==> src/rtl/muldiv_unit.sv <==
// rtl/muldiv_unit.sv - iterative RV32M-style multiply/divide unit, WIDTH-parametrised
//
// Purpose : multi-cycle MUL/MULH/MULHSU/MULHU/DIV/DIVU/REM/REMU beside the ALU.
//           Radix-2 shift-add multiply and restoring divide share one 2*WIDTH
//           accumulator; signed operands are reduced to magnitudes on accept and
//           the sign is restored in the cycle that enters DONE.
// Option  : `define MULDIV_FAST_MUL_EN makes all multiplies single-cycle
//           (combinational product registered on accept); division is unchanged.
// Ports   : clk, rst (async, active-high)
//           in_valid/in_ready, op[2:0] (funct3), a, b   - request
//           out_valid/out_ready, result                 - response
//           busy                                        - high in CALC or DONE
module muldiv_unit #(
  parameter int WIDTH = 32
) (
  input  logic             clk,
  input  logic             rst,
  input  logic             in_valid,
  output logic             in_ready,
  input  logic [2:0]       op,
  input  logic [WIDTH-1:0] a,
  input  logic [WIDTH-1:0] b,
  output logic             out_valid,
  input  logic             out_ready,
  output logic [WIDTH-1:0] result,
  output logic             busy
);

  localparam int CW = $clog2(WIDTH);

  localparam logic [2:0] OP_MUL    = 3'b000;
  localparam logic [2:0] OP_MULH   = 3'b001;
  localparam logic [2:0] OP_MULHSU = 3'b010;
  localparam logic [2:0] OP_MULHU  = 3'b011;
  localparam logic [2:0] OP_DIV    = 3'b100;
  localparam logic [2:0] OP_DIVU   = 3'b101;
  localparam logic [2:0] OP_REM    = 3'b110;
  localparam logic [2:0] OP_REMU   = 3'b111;

  typedef enum logic [1:0] {IDLE, CALC, DONE} state_t;

  state_t             state;
  logic [2:0]         op_r;
  logic               sa_r, sb_r;
  logic [WIDTH-1:0]   ma_r, mb_r;
  // Multiply: {partial_hi, multiplier_lo}. Divide: {remainder, quotient/dividend}.
  logic [2*WIDTH-1:0] acc;
  logic [CW-1:0]      cnt;

  // Restores the sign of the unsigned core result and picks the result word.
  function automatic logic [WIDTH-1:0] fixup(input logic [2:0] f, input logic sa,
                                             input logic sb, input logic [2*WIDTH-1:0] p);
    logic [2*WIDTH-1:0] pn;
    logic [WIDTH-1:0]   q, r;
    pn = -p;
    q  = p[WIDTH-1:0];
    r  = p[2*WIDTH-1:WIDTH];
    case (f)
      OP_MUL:    fixup = p[WIDTH-1:0];
      OP_MULH:   fixup = (sa ^ sb) ? pn[2*WIDTH-1:WIDTH] : p[2*WIDTH-1:WIDTH];
      OP_MULHSU: fixup = sa ? pn[2*WIDTH-1:WIDTH] : p[2*WIDTH-1:WIDTH];
      OP_MULHU:  fixup = p[2*WIDTH-1:WIDTH];
      OP_DIV:    fixup = (sa ^ sb) ? -q : q;
      OP_DIVU:   fixup = q;
      OP_REM:    fixup = sa ? -r : r;
      default:   fixup = r;
    endcase
  endfunction

  // Accept-side decode
  logic             sa, sb, div0, ovf, special;
  logic [WIDTH-1:0] ma, mb, special_res;

  always_comb begin
    sa = a[WIDTH-1] && (op == OP_MULH || op == OP_MULHSU || op == OP_DIV || op == OP_REM);
    sb = b[WIDTH-1] && (op == OP_MULH || op == OP_DIV || op == OP_REM);
    // Negating the most-negative value leaves 2^(WIDTH-1), the correct magnitude.
    ma = sa ? -a : a;
    mb = sb ? -b : b;
    div0 = op[2] && (b == '0);
    ovf  = (op == OP_DIV || op == OP_REM) && (a == {1'b1, {(WIDTH-1){1'b0}}}) && (b == '1);
    special = div0 || ovf;
    // op[1] distinguishes REM/REMU from DIV/DIVU.
    if (div0) special_res = op[1] ? a : '1;
    else      special_res = op[1] ? '0 : a;
  end

  // One iteration of the shared core
  logic [WIDTH:0]     mul_add, div_sh, div_diff;
  logic [2*WIDTH-1:0] step_next;

  always_comb begin
    mul_add  = {1'b0, acc[2*WIDTH-1:WIDTH]} + (acc[0] ? {1'b0, ma_r} : '0);
    div_sh   = {acc[2*WIDTH-1:WIDTH], acc[WIDTH-1]};
    div_diff = div_sh - {1'b0, mb_r};
    if (!op_r[2])          step_next = {mul_add, acc[WIDTH-1:1]};
    else if (div_diff[WIDTH]) step_next = {div_sh[WIDTH-1:0], acc[WIDTH-2:0], 1'b0};
    else                   step_next = {div_diff[WIDTH-1:0], acc[WIDTH-2:0], 1'b1};
  end

`ifdef MULDIV_FAST_MUL_EN
  logic [2*WIDTH-1:0] fast_prod;
  assign fast_prod = {{WIDTH{1'b0}}, ma} * {{WIDTH{1'b0}}, mb};
`endif

  always_ff @(posedge clk or posedge rst) begin
    if (rst) begin
      state     <= IDLE;
      in_ready  <= 1'b1;
      out_valid <= 1'b0;
      busy      <= 1'b0;
      result    <= '0;
      op_r      <= '0;
      sa_r      <= 1'b0;
      sb_r      <= 1'b0;
      ma_r      <= '0;
      mb_r      <= '0;
      acc       <= '0;
      cnt       <= '0;
    end else begin
      case (state)
        IDLE: begin
          if (in_valid) begin
            op_r     <= op;
            sa_r     <= sa;
            sb_r     <= sb;
            ma_r     <= ma;
            mb_r     <= mb;
            acc      <= {{WIDTH{1'b0}}, (op[2] ? ma : mb)};
            cnt      <= '0;
            in_ready <= 1'b0;
            busy     <= 1'b1;
            if (special) begin
              result    <= special_res;
              out_valid <= 1'b1;
              state     <= DONE;
            end
`ifdef MULDIV_FAST_MUL_EN
            else if (!op[2]) begin
              result    <= fixup(op, sa, sb, fast_prod);
              out_valid <= 1'b1;
              state     <= DONE;
            end
`endif
            else begin
              state <= CALC;
            end
          end
        end
        CALC: begin
          acc <= step_next;
          cnt <= cnt + CW'(1);
          if (cnt == CW'(WIDTH-1)) begin
            result    <= fixup(op_r, sa_r, sb_r, step_next);
            out_valid <= 1'b1;
            state     <= DONE;
          end
        end
        DONE: begin
          if (out_ready) begin
            out_valid <= 1'b0;
            busy      <= 1'b0;
            in_ready  <= 1'b1;
            state     <= IDLE;
          end
        end
        default: state <= IDLE;
      endcase
    end
  end

endmodule

==> config.mk <==
export PLATFORM = sky130hd
export DESIGN_NAME = muldiv_unit
export DESIGN_NICKNAME = d
export VERILOG_FILES = /design/src/rtl/muldiv_unit.sv
export SDC_FILE = /design/constraint.sdc
export NUM_CORES = 1
export LEC_CHECK = 0
export BUFFER_PORTS_ARGS = -buffer_cell sky130_fd_sc_hd__buf_2
export CAP_MARGIN = 20
export CORE_AREA = 2 2 204 206
export DETAILED_ROUTE_END_ITERATION = 10
export DIE_AREA = 0 0 206 208
export PLACE_DENSITY = 0.64
export SYNTH_ARGS = -nofsm -noshare
export SYNTH_HDL_FRONTEND = slang
export SYNTH_SLANG_ARGS = --single-unit
export TNS_END_PERCENT = 5
==> constraint.sdc <==
create_clock -name clk -period 7.9 [get_ports clk]
set_input_delay 1.185 -clock clk [delete_from_list [all_inputs] [get_ports clk]]
set_output_delay 1.185 -clock clk [all_outputs]
set_load 0.005 [all_outputs]
==> flow_metrics.env <==
export IMPL_max_freq_mhz=165.7
export IMPL_netlist_cell_type_count=114
export IMPL_drcViolationCount=0
export IMPL_clock_path_buffers=2
export IMPL_grt_pass1_wl_um=126000
export IMPL_drive_above_1_share_pct=10.62
export IMPL_ys_ff_latch=175
export IMPL_path_cells="inv_1 -> ha_1 -> inv_1 -> fa_1 -> a211oi_2 -> o211ai_1 -> a21o_2 -> o211ai_1 -> a211oi_4 -> a21oi_1 -> ha_1 -> nor3b_1 -> o221ai_1 -> nor2_1 -> nand3_1 -> nor2_1 -> buf_4 -> nor2_1 -> a21o_1 -> mux2i_1 -> a31oi_1 -> mux2_2"
export IMPL_netlist_area_leader_share_pct=24.10
export IMPL_synth_area_leader_cell="dfrtp_1"
export IMPL_die_w_um=206
export IMPL_fin_ws_ps=1866
export IMPL_antenna_found_initial=3
export IMPL_end_kind="flop"
export IMPL_final_cells=3011
export IMPL_htree_levels=4
export IMPL_grtUsageTotal_pct=40.22
export IMPL_ys_flop_type="dfrtp_1"
export IMPL_setup_tns_final_ps=0
export IMPL_postCtsSetupBuffers=0
export IMPL_clock_latency_ps=520
export IMPL_initial_core_util_pct=44.55
export IMPL_drtAntennaViolNets=0
export IMPL_yosysSeqAreaShare_pct=24.25
export IMPL_hold_viol_final=0
export IMPL_placeableCoreArea_um2=40550
export IMPL_cts_hold_buf=0
export IMPL_areaGrowthSynthToFinish_pct=8.082
export IMPL_cap_violations=0
export IMPL_syn_nets=2607
export IMPL_root_buffer="clkbuf_16"
export IMPL_hpwl_um=66100
export IMPL_firstDrtPassIters=6
export IMPL_vias=20213
export IMPL_min_path_type="flop to flop"
export IMPL_path_common_cell="nor2_1"
export IMPL_port_buffers=105
export IMPL_yosys_top_cells_count="nand2_1, nor2_1, o21ai_0"
export IMPL_via_per_inst=6.713
export IMPL_syn_avg_cell_area_um2=7.335
export IMPL_crit_slowest_cell="a21oi_1"
export IMPL_status="completed"
export IMPL_syn_cell_area_um2=18070
export IMPL_cts_sinks=175
export IMPL_dieArea_um2=42850
export IMPL_skew_ps=16.20
export IMPL_worst_pin_slew_ps=1252
export IMPL_fin_crit_sh_pct=76.38
export IMPL_gp_congestion=1.076
export IMPL_final_nets=2608
export IMPL_placedCellCount=2975
export IMPL_grt_pass1_vias=18586
export IMPL_crit_fanout=10
export IMPL_grt_setup_unrepaired="no"
export IMPL_crit_required_ps=8310
export IMPL_crit_arrival_ps=6440
export IMPL_io_pin_count=106
export IMPL_synth_warnings=0
export IMPL_cts_clk_slew_worst_paths_ps=80
export IMPL_post_cts_resized=0
export IMPL_max_stage_delay_ps=620
export IMPL_setup_viol=0
export IMPL_path_class="flop to flop"
export IMPL_grt_max_degree=104
export IMPL_slew_limit_headroom_pct=15.88
export IMPL_syn_inst=2463
export IMPL_drv_slew=0
export IMPL_drt_initial_drc_count=2654
export IMPL_synth_async_reset_ratio_pct=100.0
export IMPL_cts_buffers=17
export IMPL_num_rows=74
export IMPL_cts_tree="yes"
export IMPL_post_drt_wl_per_cell_um=28.67
export IMPL_dpl_worst_slack_ps=2090
export IMPL_yosysMostFrequentCell="nand2_1"
export IMPL_start_kind="flop"
export IMPL_grt_ovfl_total=0
export IMPL_synth_area_leaders="dfrtp_1, nand2_1, o21ai_0"
export IMPL_wl_um=86310
export IMPL_finalCriticalPeriod_ps=6034
export IMPL_die_y_um=208
export IMPL_synth_edff_count=0
[routing by layer]
layer | GRT usage, % | wire length, um | vias to the layer above
met3 | 13.99 | 10480 | 208
met1 | 53.00 | 34620 | 9705
met2 | 57.19 | 36000 | 1237
li1 | - | - | 9055
met5 | 0 | 69 | -
met4 | 21.90 | 5142 | 8
[critical path, delay by kind of cell, from the launching register on]
family | cells | cell delay (ps)
AO/OA/AOI/OAI | 9 | 2360
adder cells (fa/ha/maj) | 3 | 910
buffers and inverters | 3 | 380
flip-flops | 1 | 430
multiplexers | 2 | 570
AND/OR/NAND/NOR | 5 | 1260
[path summary, 6_finish.rpt]
kind / from / to / slack, ps / depth (start not counted)
worst max-delay path: acc[31] / result[6] / 1870 / 22
worst min register to register: in_ready / in_ready / 480 / 2
worst max register to register: acc[31] / result[6] / 1870 / 22
min in group asynchronous: rst / mb_r[13] / 770 / 2
worst min-delay path: in_ready / in_ready / 480 / 2
max in group asynchronous: rst / result[19] / 5560 / 3
[cell usage in the layout, fill, tap and decap left out, types with 60 or more instances in the layout]
cell,count
a21oi_1,206
xnor2_1,60
buf_2,106
nand3_1,71
dfrtp_1,173
nor2_1,224
nor3_1,78
nand2_1,332
ha_1,71
inv_1,68
o21ai_0,224
[per-stage QoR]
step / hold slack (ps) / util [%] / cell area [um2]
after floorplan: 438.1 / - / 18070
after global placement: 456.3 / 46.56 / 18880
after detailed placement: 460.2 / 46.60 / 18900
after CTS: 473.8 / 48.07 / 19500
after global routing: 497.4 / 48.14 / 19520
final: 475.6 / 48.15 / 19530
[flip-flops by register name, indices dropped and copies added (netlist names)]
signal,flops
acc,64
ma_r,32
mb_r,32
result,32
cnt,5
op_r,3
state,2
busy,1
in_ready,1
out_valid,1
sa_r,1
sb_r,1
[final cells by class]
class	instances	area, um2
clock buffers	18	429.2
clock inverters	14	167.7
repair buffers	143	823.3
inverters	70	270.3
flip-flops and latches	175	4384
fillers	4145	21030
diodes	2	5.005
well taps	532	665.6
multi-input cells	2057	12780
[cells by family (layout without fill, tap and decap cells)]
| logic type | count (synthesis) | after routing | synth area share (%) |
|---|---|---|---|
| simple gates | 975 | 975 | 25.90 |
| compound gates | 833 | 833 | 30.41 |
| buf+inv | 231 | 245 | 5.180 |
| flops | 175 | 175 | 24.25 |
| xor+xnor | 115 | 115 | 5.575 |
| fa+ha+maj | 73 | 73 | 5.139 |
| mux | 61 | 61 | 3.546 |
| other cells | 0 | 2 | 0 |
Power is left out: the tool's default activity adds up to more than one toggle a clock period on the data nets, which glitch-free logic cannot reach.
